File: src/rtl/disp_compose.sv
// Sprite compositor: turns VGA driver pixel requests into sprite ROM addresses and
// produces colour-keyed RGB, with the sync signals delayed by the same amount.
module disp_compose #(
  parameter int              X_W       = 10,
  parameter int              Y_W       = 10,
  parameter int              SPR_W     = 32,
  parameter int              SPR_H     = 32,
  parameter int              RD_DELAY  = 2,
  parameter int              RGB_W     = 12,
  parameter logic [RGB_W-1:0] BG_COLOR  = 12'h000,
  parameter logic [RGB_W-1:0] KEY_COLOR = 12'hF0F,
  localparam int             ADDR_W    = $clog2(SPR_W * SPR_H)
) (
  input  logic              clk,
  input  logic              rst,
  input  logic              h_sync_i,
  input  logic              v_sync_i,
  input  logic              disp_i,
  input  logic              req_i,
  input  logic [X_W-1:0]    req_x_i,
  input  logic [Y_W-1:0]    req_y_i,
  input  logic [X_W-1:0]    pos_x_i,
  input  logic [Y_W-1:0]    pos_y_i,
  output logic [ADDR_W-1:0] rom_addr_o,
  input  logic [RGB_W-1:0]  rom_data_i,
  output logic [RGB_W-1:0]  rgb_o,
  output logic              h_sync_o,
  output logic              v_sync_o,
  output logic [7:0]        frame_o
);

  localparam int L = RD_DELAY + 1;
  localparam logic [X_W:0] SPR_W_EXT = (X_W + 1)'(SPR_W);
  localparam logic [Y_W:0] SPR_H_EXT = (Y_W + 1)'(SPR_H);

  // Flag bit positions inside each pipeline stage
  localparam int F_HIT = 3;
  localparam int F_DISP = 2;
  localparam int F_HS = 1;
  localparam int F_VS = 0;

  logic              vs_prev_q;
  logic [X_W-1:0]    px_q, px_d;
  logic [Y_W-1:0]    py_q, py_d;
  logic [7:0]        frame_q, frame_d;
  logic [ADDR_W-1:0] addr_q, addr_d;
  logic [L-1:0][3:0] pipe_q;
  logic [3:0]        flags_d;
  logic [RGB_W-1:0]  rgb_q, rgb_d;
  logic              hs_q, vs_q;

  logic              capture;
  logic              hit;
  logic [X_W:0]      rx_ext, px_ext, dx;
  logic [Y_W:0]      ry_ext, py_ext, dy;

  assign capture = vs_prev_q & ~v_sync_i;

  // One extra bit so px+SPR_W past the screen edge clips instead of wrapping.
  assign rx_ext = {1'b0, req_x_i};
  assign px_ext = {1'b0, px_q};
  assign ry_ext = {1'b0, req_y_i};
  assign py_ext = {1'b0, py_q};
  assign dx     = rx_ext - px_ext;
  assign dy     = ry_ext - py_ext;

  // Uses the px/py held before any capture in this same cycle.
  assign hit = req_i
             && (rx_ext >= px_ext) && (rx_ext < px_ext + SPR_W_EXT)
             && (ry_ext >= py_ext) && (ry_ext < py_ext + SPR_H_EXT);

  always_comb begin
    px_d    = px_q;
    py_d    = py_q;
    frame_d = frame_q;
    if (capture) begin
      px_d    = pos_x_i;
      py_d    = pos_y_i;
      frame_d = frame_q + 8'd1;
    end
  end

  always_comb begin
    addr_d = '0;
    if (hit) begin
      addr_d = ADDR_W'(dy) * ADDR_W'(SPR_W) + ADDR_W'(dx);
    end
  end

  always_comb begin
    flags_d         = '0;
    flags_d[F_HIT]  = hit;
    flags_d[F_DISP] = disp_i;
    flags_d[F_HS]   = h_sync_i;
    flags_d[F_VS]   = v_sync_i;
  end

  // The last stage lines up with rom_data_i for the same pixel.
  always_comb begin
    rgb_d = BG_COLOR;
    if (!pipe_q[L-1][F_DISP]) begin
      rgb_d = '0;
    end else if (pipe_q[L-1][F_HIT] && (rom_data_i != KEY_COLOR)) begin
      rgb_d = rom_data_i;
    end
  end

  always_ff @(posedge clk) begin
    if (rst) begin
      vs_prev_q <= 1'b0;
      px_q      <= '0;
      py_q      <= '0;
      frame_q   <= '0;
      addr_q    <= '0;
      pipe_q    <= '0;
      rgb_q     <= '0;
      hs_q      <= 1'b0;
      vs_q      <= 1'b0;
    end else begin
      vs_prev_q <= v_sync_i;
      px_q      <= px_d;
      py_q      <= py_d;
      frame_q   <= frame_d;
      addr_q    <= addr_d;
      pipe_q    <= {pipe_q[L-2:0], flags_d};
      rgb_q     <= rgb_d;
      hs_q      <= pipe_q[L-1][F_HS];
      vs_q      <= pipe_q[L-1][F_VS];
    end
  end

  assign rom_addr_o = addr_q;
  assign rgb_o      = rgb_q;
  assign h_sync_o   = hs_q;
  assign v_sync_o   = vs_q;
  assign frame_o    = frame_q;

endmodule

File: config.mk
export PLATFORM = sky130hd
export DESIGN_NAME = disp_compose
export DESIGN_NICKNAME = d
export VERILOG_FILES = /design/src/rtl/disp_compose.sv
export SDC_FILE = /design/constraint.sdc
export NUM_CORES = 1
export LEC_CHECK = 0
export CORE_MARGIN = 3
export CORE_UTILIZATION = 40
export CTS_CLUSTER_SIZE = 28
export DETAILED_ROUTE_END_ITERATION = 10
export HOLD_SLACK_MARGIN = 0.05
export PLACE_DENSITY = 0.7
export REMOVE_ABC_BUFFERS = 1
export SLEW_MARGIN = 5
export SYNTH_ARGS = -nofsm -noshare
export SYNTH_HDL_FRONTEND = slang
export SYNTH_SLANG_ARGS = --single-unit
File: constraint.sdc
create_clock -name clk -period 3 [get_ports clk]
set_input_delay 0.6 -clock clk [delete_from_list [all_inputs] [get_ports clk]]
set_output_delay 0.6 -clock clk [all_outputs]
set_load 0.05 [all_outputs]
==> results of run 1 <==
layout by cell type (no fill, tap or decap), types with 3 or more instances in the layout:
cell	Yosys	routed
a21o_1	3	3
a21oi_1	30	27
and2_1	12	12
buf_4	0	17
clkbuf_8	0	11
clkdlybuf4s50_1	0	87
dfxtp_1	64	64
fa_1	10	9
ha_1	41	38
inv_1	44	43
nand2_1	48	48
nand2b_1	5	5
nand3_1	4	4
nand4_1	4	4
nand4b_1	3	3
nor2_1	24	24
nor2b_1	15	15
nor3_1	6	6
o211ai_1	3	3
o21a_1	3	3
o21ai_0	9	8
or3_1	3	3
xnor2_1	16	16
xor2_1	5	4
power by group:
| group | total, µW | internal (µW) | switching (µW) |
|---|---|---|---|
| Sequential | 880 | 867 | 13.0 |
| Clock | 846 | 515 | 331 |
| Combinational | 479 | 257 | 222 |
| Total | 2200 | 1640 | 565 |
Yosys cell counts, drive strengths merged (2+ instances only):
| library cell | number | share of area (%) |
|---|---|---|
| inv | 45 | 4.9 |
| o21ai | 9 | 1.3 |
| clkbuf | 11 | 1.2 |
| xor2 | 5 | 1.3 |
| fa | 10 | 5.8 |
| xnor2 | 16 | 4.1 |
| or3 | 3 | 0.54 |
| nand4 | 4 | 0.72 |
| dfxtp | 64 | 37 |
| ha | 41 | 15 |
| o21bai | 2 | 0.43 |
| o211ai | 3 | 0.65 |
| o21a | 3 | 0.65 |
| and2 | 12 | 2.2 |
| nor3 | 6 | 0.87 |
| nand4b | 3 | 0.76 |
| a21o | 3 | 0.65 |
| a21boi | 2 | 0.43 |
| nor2b | 15 | 2.7 |
| a221oi | 2 | 0.51 |
| nand3 | 4 | 0.58 |
| nand2b | 5 | 0.90 |
| a21oi | 30 | 4.3 |
| a2111oi | 2 | 0.69 |
| nor2 | 24 | 2.6 |
| nand2 | 48 | 5.2 |
| a211oi | 2 | 0.43 |
| a211o | 2 | 0.51 |
| and3 | 2 | 0.36 |
stage by stage:
stage,cell area [µm²],setup WS (ns)
after floorplan,3410,0.0104
after global placement,4530,-0.496
after detailed placement,4530,-0.597
after CTS,4800,0.00911
after global routing,4860,0.000792
final,4860,0.122
state kept, by name, indices dropped and copies added (netlist names):
name / count
h_sync_o: 1
v_sync_o: 1
rgb_o: 12
frame_o: 8
py_q: 10
px_q: 10
rom_addr_o: 10
pipe_q: 12
layout make-up:
type	instances	share of cell area [%]
multi-input combinational	268	41.6
timing repair buffer	106	21.1
sequential	64	26.4
inverter	45	3.48
clock buffer	12	3.19
clock inverter	4	1.57
tap	105	2.70
cells by family (layout without fill, tap and decap cells):
logic type,count (synthesis),count (layout),share of synthesized area [%]
AND/OR/NAND/NOR,131,131,18.8
adder cells (fa/ha/maj),51,51,20.6
flip-flops,64,64,37.0
XOR/XNOR,21,21,5.32
buffers and inverters,57,167,6.40
AO/OA/AOI/OAI,65,65,11.8
worst max path at each step:
stage                           from                        to
final                     req_y_i[2]  rom_addr_o[9]$_SDFF_PP0_
after global routing      req_y_i[2]  rom_addr_o[9]$_SDFF_PP0_
after CTS                 req_y_i[0]  rom_addr_o[9]$_SDFF_PP0_
after detailed placement  req_y_i[0]  rom_addr_o[9]$_SDFF_PP0_
after global placement    req_y_i[0]  rom_addr_o[9]$_SDFF_PP0_
after floorplan           req_y_i[0]  rom_addr_o[9]$_SDFF_PP0_
metal layers:
layer  global-route usage [%]  share of wire, %
met1                     20.9                45
met2                     29.2                50
met3                     2.76               3.4
met4                     6.20               1.7
met5                        0                 0
repair_timing:
action / 4_1_cts / 5_1_grt
endpoints found under the setup margin: 2 / 2
resized for setup: 6 / 10
pin swaps: 3 / 7
buffers inserted: 1 / 2
==> impl_metrics.json, run 1 <==
{
  "grt_use_total_pct": 16.8,
  "hold_path.class": "reg2reg",
  "holdWs_ns": 0.437,
  "floorplan.die.width_um": 99.0,
  "crit_buf_inv": 2,
  "cp_slowest_cell": "clkdlybuf4s50_1",
  "n_antenna_cell": 0,
  "cap_viol_max_count": 0,
  "finalCriticalPeriod_ns": 2.88,
  "instances_no_fill": 604,
  "viasPerCell": 4.76,
  "place_congestion": 0.799,
  "cp-start-kind": "input port",
  "clk_pin_slew_ns": 0.08,
  "ys_ff_latch": 64,
  "finalHoldViolCount": 0,
  "dp_cells": 585,
  "power_density_nw_per_um2": 454,
  "worst_pin_slew_ns": 0.855,
  "synth_edf_count": 0,
  "max_freq_mhz": 347,
  "reg2reg_depth": 13,
  "finalMaxSlewViolations": 0,
  "critical-path-top-delay-family": "adder cells",
  "multiInputGateArea_um2": 2020,
  "crit_top_cell": "ha_1",
  "hpwl_um": 6340,
  "num-nets-final": 603,
  "core_area_um2": 8300,
  "drcViolationCount": 0,
  "start_util_pct": 41.7,
  "async_flop_share_pct": 0,
  "htree_levels": 3,
  "netlist_area_um2": 3460,
  "fin_tns_setup_ns": 0,
  "ys_types": 42,
  "p_leak_uw": 0.00196,
  "port_buffers": 89,
  "first_iter_violations": 73,
  "holdPathEnd": "pipe_q[10]$_SDFF_PP0_",
  "arrival_ns": 3.12,
  "final-setup-viol-count": 0,
  "row_count": 33,
  "cts_hold_buf": 0,
  "drt-total-wl_um": 7950,
  "cts.sinks": 64,
  "reg2reg_to": "rom_addr_o[9]$_SDFF_PP0_",
  "syn_to_final_growth_pct": 40.5,
  "antenna_left": 0,
  "post-route-period-util_pct": 95.9,
  "syn_inst": 389,
  "cts_root_buf": "clkbuf_8",
  "critPathMaxStageDelay_ns": 0.41,
  "path_cells": "clkdlybuf4s50_1, ha_1, o21a_1, or3_1, nand2_1, fa_1, inv_1, ha_1, a21oi_4, a21oi_2, xnor2_1, nor2_1",
  "yosysSeqAreaShare_pct": 37.0,
  "rsz0062_at_grt": "false",
  "die_h_um": 99.0,
  "r2r_start": "py_q[1]$_SDFFE_PP0P_",
  "grt_overflow": 0,
  "required_ns": 3.24,
  "hold_depth": 1,
  "fin_skew_ns": 0.0128,
  "worst-r2r-setup-slack_ns": 0.28,
  "ios": 90,
  "utilization_pct": 58.6,
  "crit_type": "in2reg",
  "cp.depth": 12,
  "post_drt_wl_per_cell_um": 13.2,
  "drive_gt1_share_pct": 9.42,
  "min_from": "pipe_q[6]$_SDFF_PP0_",
  "cts_tree": "built",
  "end_kind": "register",
  "clock_latency_ns": 0.34,
  "cts.path.max_buffers": 2,
  "yosys_most_used_dff": "dfxtp_1",
  "drt_first_pass_iters": 4,
  "layout.area.seq_um2": 1280,
  "worst_ir_drop_vdd_mv": 0.277,
  "dieArea_um2": 9800,
  "avgSynthCellArea_um2": 8.89,
  "vias": 2874,
  "grt_start_max_net_pins": 34,
  "power_uw": 2200,
  "slew_headroom_pct": 42.6,
  "grt_pass1_vias": 2938,
  "cp_max_fo": 4,
  "grt_pass1_wl_um": 13400,
  "antenna_found_initial": 0,
  "status": "finished, final reports clean",
  "cts_inserted_buffers": 9,
  "synth_warnings": 0,
  "fillers": 776
}
Note: power is estimated with default switching activity, not from simulation.
==> run 2, diff against run 1 <==
--- a/config.mk
+++ b/config.mk
@@ -9,8 +9,9 @@
 export CORE_UTILIZATION = 40
 export CTS_CLUSTER_SIZE = 28
 export DETAILED_ROUTE_END_ITERATION = 10
+export GPL_ROUTABILITY_DRIVEN = 1
 export HOLD_SLACK_MARGIN = 0.05
-export PLACE_DENSITY = 0.7
+export PLACE_DENSITY_LB_ADDON = 0.12
 export REMOVE_ABC_BUFFERS = 1
 export SLEW_MARGIN = 5
 export SYNTH_ARGS = -nofsm -noshare
==> impl_metrics.json, run 2 (same netlist as run 1, synthesis figures left out) <==
{
  "status": "finished, final reports clean",
  "clk_pin_slew_ns": 0.08,
  "worst-r2r-setup-slack_ns": 0.28,
  "grt_use_total_pct": 16.4,
  "rsz0062_at_grt": "false",
  "p_leak_uw": 0.00196,
  "port_buffers": 89,
  "crit_type": "in2reg",
  "drcViolationCount": 0,
  "hpwl_um": 5890,
  "slew_headroom_pct": 38.8,
  "cp-start-kind": "input port",
  "first_iter_violations": 103,
  "reg2reg_to": "rom_addr_o[9]$_SDFF_PP0_",
  "n_antenna_cell": 0,
  "finalHoldViolCount": 0,
  "start_util_pct": 41.7,
  "place_congestion": 0.784,
  "end_kind": "register",
  "num-nets-final": 606,
  "floorplan.die.width_um": 99.0,
  "cts_root_buf": "clkbuf_8",
  "place_ws_ns": -0.568,
  "final-setup-viol-count": 0,
  "fin_tns_setup_ns": 0,
  "cts.sinks": 64,
  "hold_depth": 1,
  "cts.path.max_buffers": 2,
  "row_count": 33,
  "instances_no_fill": 606,
  "ios": 90,
  "antenna_found_initial": 0,
  "cts_tree": "built",
  "grt_overflow": 0,
  "post_drt_wl_per_cell_um": 12.6,
  "layout_common_cells": "87 x clkdlybuf4s50_1, 64 x dfxtp_1, 48 x nand2_1",
  "worst_ir_drop_vdd_mv": 0.224,
  "drt_first_pass_iters": 4,
  "viasPerCell": 4.82,
  "grt_pass1_wl_um": 13100,
  "grt_start_max_net_pins": 42,
  "reg2reg_depth": 13,
  "fin_skew_ns": 0.0157,
  "holdWs_ns": 0.438,
  "clock_latency_ns": 0.34,
  "drive_gt1_share_pct": 9.58,
  "required_ns": 3.24,
  "setup_ws_ns": 0.161,
  "arrival_ns": 3.08,
  "min_from": "pipe_q[8]$_SDFF_PP0_",
  "multiInputGateArea_um2": 2020,
  "drt-total-wl_um": 7640,
  "finalCriticalPeriod_ns": 2.84,
  "holdPathEnd": "v_sync_o$_SDFF_PP0_",
  "finalMaxSlewViolations": 0,
  "layout_commonest_cell": "clkdlybuf4s50_1",
  "hold_path.class": "reg2reg",
  "utilization_pct": 58.3,
  "power_density_nw_per_um2": 434,
  "vias": 2921,
  "grt_pass1_vias": 2878,
  "syn_to_final_growth_pct": 40.0,
  "fillers": 775,
  "cp_max_fo": 4,
  "cap_viol_max_count": 0,
  "max_freq_mhz": 352,
  "layout.area.seq_um2": 1280,
  "worst_pin_slew_ns": 0.910,
  "dp_cells": 589,
  "antenna_left": 0,
  "r2r_start": "py_q[1]$_SDFFE_PP0P_",
  "dieArea_um2": 9800,
  "post-route-period-util_pct": 94.6,
  "core_area_um2": 8300,
  "htree_levels": 3,
  "cts_hold_buf": 0,
  "cts_inserted_buffers": 9,
  "die_h_um": 99.0
}
-- run 2: power breakdown --
| part | internal, µW | total, µW | switching (µW) |
|---|---|---|---|
| Clock | 405 | 742 | 337 |
| Sequential | 866 | 879 | 12.2 |
| Combinational | 264 | 483 | 219 |
-- run 2: worst max-delay path, stage by stage --
cell	delay (ns)
clkdlybuf4s50_1	0.41
ha_1	0.37
o21a_1	0.16
or3_1	0.31
nand2_1	0.08
fa_1	0.40
inv_1	0.11
ha_4	0.22
a21oi_4	0.15
a21oi_2	0.05
xnor2_1	0.17
nor2_1	0.06
-- run 2: what timing repair did --
action | 4_1_cts | 5_1_grt
buffers inserted | 0 | 2
setup endpoints to repair | 2 | 2
pin swaps | 3 | 9
resized for setup | 5 | 9
-- run 2: final cells by class --
type	instances	area share (%)
multi-input cells	268	41.7
flip-flops and latches	64	26.5
repair buffers	109	21.6
inverters	45	3.49
clock buffers	11	2.92
well taps	105	2.71
clock inverters	4	1.14
-- run 2: metal layers --
layer / vias up / GRT usage (%) / wire (µm)
met4: 0 / 5.36 / 137
met1: 1347 / 20.6 / 3390
li1: 1498 / - / -
met5: - / 0 / 0
met2: 64 / 27.3 / 3710
met3: 12 / 4.46 / 399
-- run 2: worst max-delay path by stage --
stage,from,to,slack [ns],cells after the start
2_1_floorplan,req_y_i[0],rom_addr_o[9]$_SDFF_PP0_,0.01,12
6_report,req_y_i[2],rom_addr_o[9]$_SDFF_PP0_,0.16,12
4_1_cts,req_y_i[0],rom_addr_o[9]$_SDFF_PP0_,0.03,13
3_3_place_gp,req_y_i[0],rom_addr_o[9]$_SDFF_PP0_,-0.50,13
5_1_grt,req_y_i[2],rom_addr_o[9]$_SDFF_PP0_,0.02,12
3_5_place_dp,req_y_i[0],rom_addr_o[9]$_SDFF_PP0_,-0.57,13
-- run 2: through the flow --
stage / area (µm²) / total power (µW)
2_1_floorplan: 3410 / 1150
3_3_place_gp: 4570 / 1330
3_5_place_dp: 4570 / 1340
4_1_cts: 4790 / 2100
5_1_grt: 4840 / 2220
6_report: 4840 / 2100
==> run 3, diff against run 2 <==
--- a/config.mk
+++ b/config.mk
@@ -7,7 +7,7 @@
 export LEC_CHECK = 0
 export CORE_MARGIN = 3
 export CORE_UTILIZATION = 40
-export CTS_CLUSTER_SIZE = 28
+export CTS_CLUSTER_SIZE = 12
 export DETAILED_ROUTE_END_ITERATION = 10
 export GPL_ROUTABILITY_DRIVEN = 1
 export HOLD_SLACK_MARGIN = 0.05
==> constraint.sdc (replaced) <==
create_clock -name clk -period 3.4 [get_ports clk]
set_input_delay 0.68 -clock clk [delete_from_list [all_inputs] [get_ports clk]]
set_output_delay 0.68 -clock clk [all_outputs]
set_load 0.05 [all_outputs]
==> impl_metrics.json, run 3 (same netlist as run 1, synthesis figures left out) <==
{
  "min_from": "pipe_q[8]$_SDFF_PP0_",
  "place_congestion": 0.787,
  "end_kind": "register",
  "r2r_start": "py_q[1]$_SDFFE_PP0P_",
  "cts_setup_buffers": 0,
  "layout.area.seq_um2": 1280,
  "layout_common_cells": "89 x clkdlybuf4s50_1, 64 x dfxtp_1, 48 x nand2_1",
  "reg2reg_to": "rom_addr_o[9]$_SDFF_PP0_",
  "finalCriticalPeriod_ns": 3.20,
  "final-setup-viol-count": 0,
  "reg2reg_depth": 13,
  "drcViolationCount": 0,
  "required_ns": 3.64,
  "port_buffers": 89,
  "vias": 2804,
  "cts.path.max_buffers": 2,
  "grt_pass1_vias": 2717,
  "finalMaxSlewViolations": 0,
  "critPathMaxStageDelay_ns": 0.48,
  "syn_to_final_growth_pct": 35.3,
  "holdPathEnd": "v_sync_o$_SDFF_PP0_",
  "grt_use_total_pct": 15.5,
  "cts_inserted_buffers": 9,
  "core_area_um2": 8300,
  "status": "finished, final reports clean",
  "fillers": 791,
  "viasPerCell": 4.72,
  "row_count": 33,
  "worst_ir_drop_vdd_mv": 0.212,
  "holdWs_ns": 0.439,
  "fin_skew_ns": 0.00856,
  "drt-total-wl_um": 7260,
  "dieArea_um2": 9800,
  "grt_overflow": 0,
  "cp_slowest_cell": "fa_1",
  "layout_commonest_cell": "clkdlybuf4s50_1",
  "cts_root_buf": "clkbuf_8",
  "antenna_left": 0,
  "arrival_ns": 3.44,
  "antenna_found_initial": 0,
  "hold_path.class": "reg2reg",
  "drt_first_pass_iters": 4,
  "n_antenna_cell": 0,
  "finalHoldViolCount": 0,
  "grt_start_max_net_pins": 42,
  "rsz0062_at_grt": "false",
  "cts.sinks": 64,
  "place_area_um2": 4480,
  "slew_headroom_pct": 41.6,
  "cp-start-kind": "input port",
  "cts_tree": "built",
  "max_freq_mhz": 312,
  "hold_depth": 1,
  "floorplan.die.width_um": 99.0,
  "multiInputGateArea_um2": 1960,
  "path_cells": "clkdlybuf4s50_1, inv_1, ha_1, fa_2, xor2_1, fa_1, inv_1, ha_1, or2_2, a21oi_2, a21oi_1, xnor2_1, nor2_1",
  "worst_pin_slew_ns": 0.870,
  "start_util_pct": 41.7,
  "p_leak_uw": 0.00187,
  "drive_gt1_share_pct": 6.13,
  "post-route-period-util_pct": 94.2,
  "clock_latency_ns": 0.34,
  "power_density_nw_per_um2": 376,
  "post_drt_wl_per_cell_um": 12.2,
  "grt_pass1_wl_um": 12200,
  "first_iter_violations": 42,
  "die_h_um": 99.0,
  "num-nets-final": 593,
  "ios": 90,
  "cp_max_fo": 2,
  "worst-r2r-setup-slack_ns": 0.71,
  "htree_levels": 3,
  "hpwl_um": 5760,
  "cap_viol_max_count": 0,
  "stdcell_area_um2": 4680,
  "clk_pin_slew_ns": 0.08,
  "crit_type": "in2reg"
}
run 3: cell count changes in the layout (fill, tap and decap cells not counted), moves of 2 or more:
cell / delta
inv_6: +2
ha_1: +3
clkdlybuf4s50_1: +2
dlymetal6s2s_1: -2
buf_4: -13
ha_4: -2
run 3: report_power, final:
part	internal (µW)	leakage, µW	switching [µW]
Sequential	764	0.000519	10.6
Clock	309	0.0000963	307
Combinational	200	0.00126	171
run 3: stage by stage:
stage          power (µW)  setup TNS (ns)  utilization (%)  setup WS [ns]  std cells
2_1_floorplan        1010               0                -          0.330        377
3_3_place_gp         1150          -0.300             54.0         -0.182        578
3_5_place_dp         1160          -0.375             54.0         -0.209        578
4_1_cts              1790               0             56.3          0.160        594
5_1_grt              1870               0             56.4         0.0577        594
6_report             1760               0             56.4          0.198        594
run 3: how the worst max path moves through the flow:
| stage | from | end | slack (ns) | cells after the start |
|---|---|---|---|---|
| 6_report | req_y_i[0] | rom_addr_o[9]$_SDFF_PP0_ | 0.20 | 13 |
| 5_1_grt | req_y_i[0] | rom_addr_o[9]$_SDFF_PP0_ | 0.06 | 13 |
| 4_1_cts | req_y_i[0] | rom_addr_o[9]$_SDFF_PP0_ | 0.16 | 13 |
| 3_5_place_dp | req_y_i[0] | rom_addr_o[9]$_SDFF_PP0_ | -0.21 | 13 |
| 3_3_place_gp | req_y_i[0] | rom_addr_o[9]$_SDFF_PP0_ | -0.18 | 13 |
| 2_1_floorplan | req_y_i[0] | rom_addr_o[9]$_SDFF_PP0_ | 0.33 | 12 |
run 3: worst max-delay path, delay by kind of cell:
| kind | cells | cell delay [ns] |
|---|---|---|
| buf+inv | 3 | 0.54 |
| xor+xnor | 2 | 0.32 |
| fa+ha+maj | 4 | 1.34 |
| compound gates | 2 | 0.20 |
| simple gates | 2 | 0.37 |
run 3: what timing repair did:
item	in CTS	in global routing
hold buffers	0	0
endpoints found under the setup margin	0	1
resized for setup	0	2
run 3: area by class of cell:
| cell class | count | share of cell area (%) |
|---|---|---|
| Multi-Input combinational cell | 268 | 42.0 |
| Sequential cell | 64 | 27.4 |
| Timing Repair Buffer | 96 | 20.2 |
| Inverter | 45 | 3.61 |
| Clock buffer | 11 | 3.24 |
| Tap cell | 105 | 2.81 |
| Clock inverter | 5 | 0.829 |
run 3: per-layer routing:
metal  global-route usage (%)  vias up  wire, µm
met5                        0        -         0
met1                     19.2     1271      3260
met4                     5.36        0       103
met3                     4.60        8       400
li1                         -     1475         -
met2                     25.7       50      3490
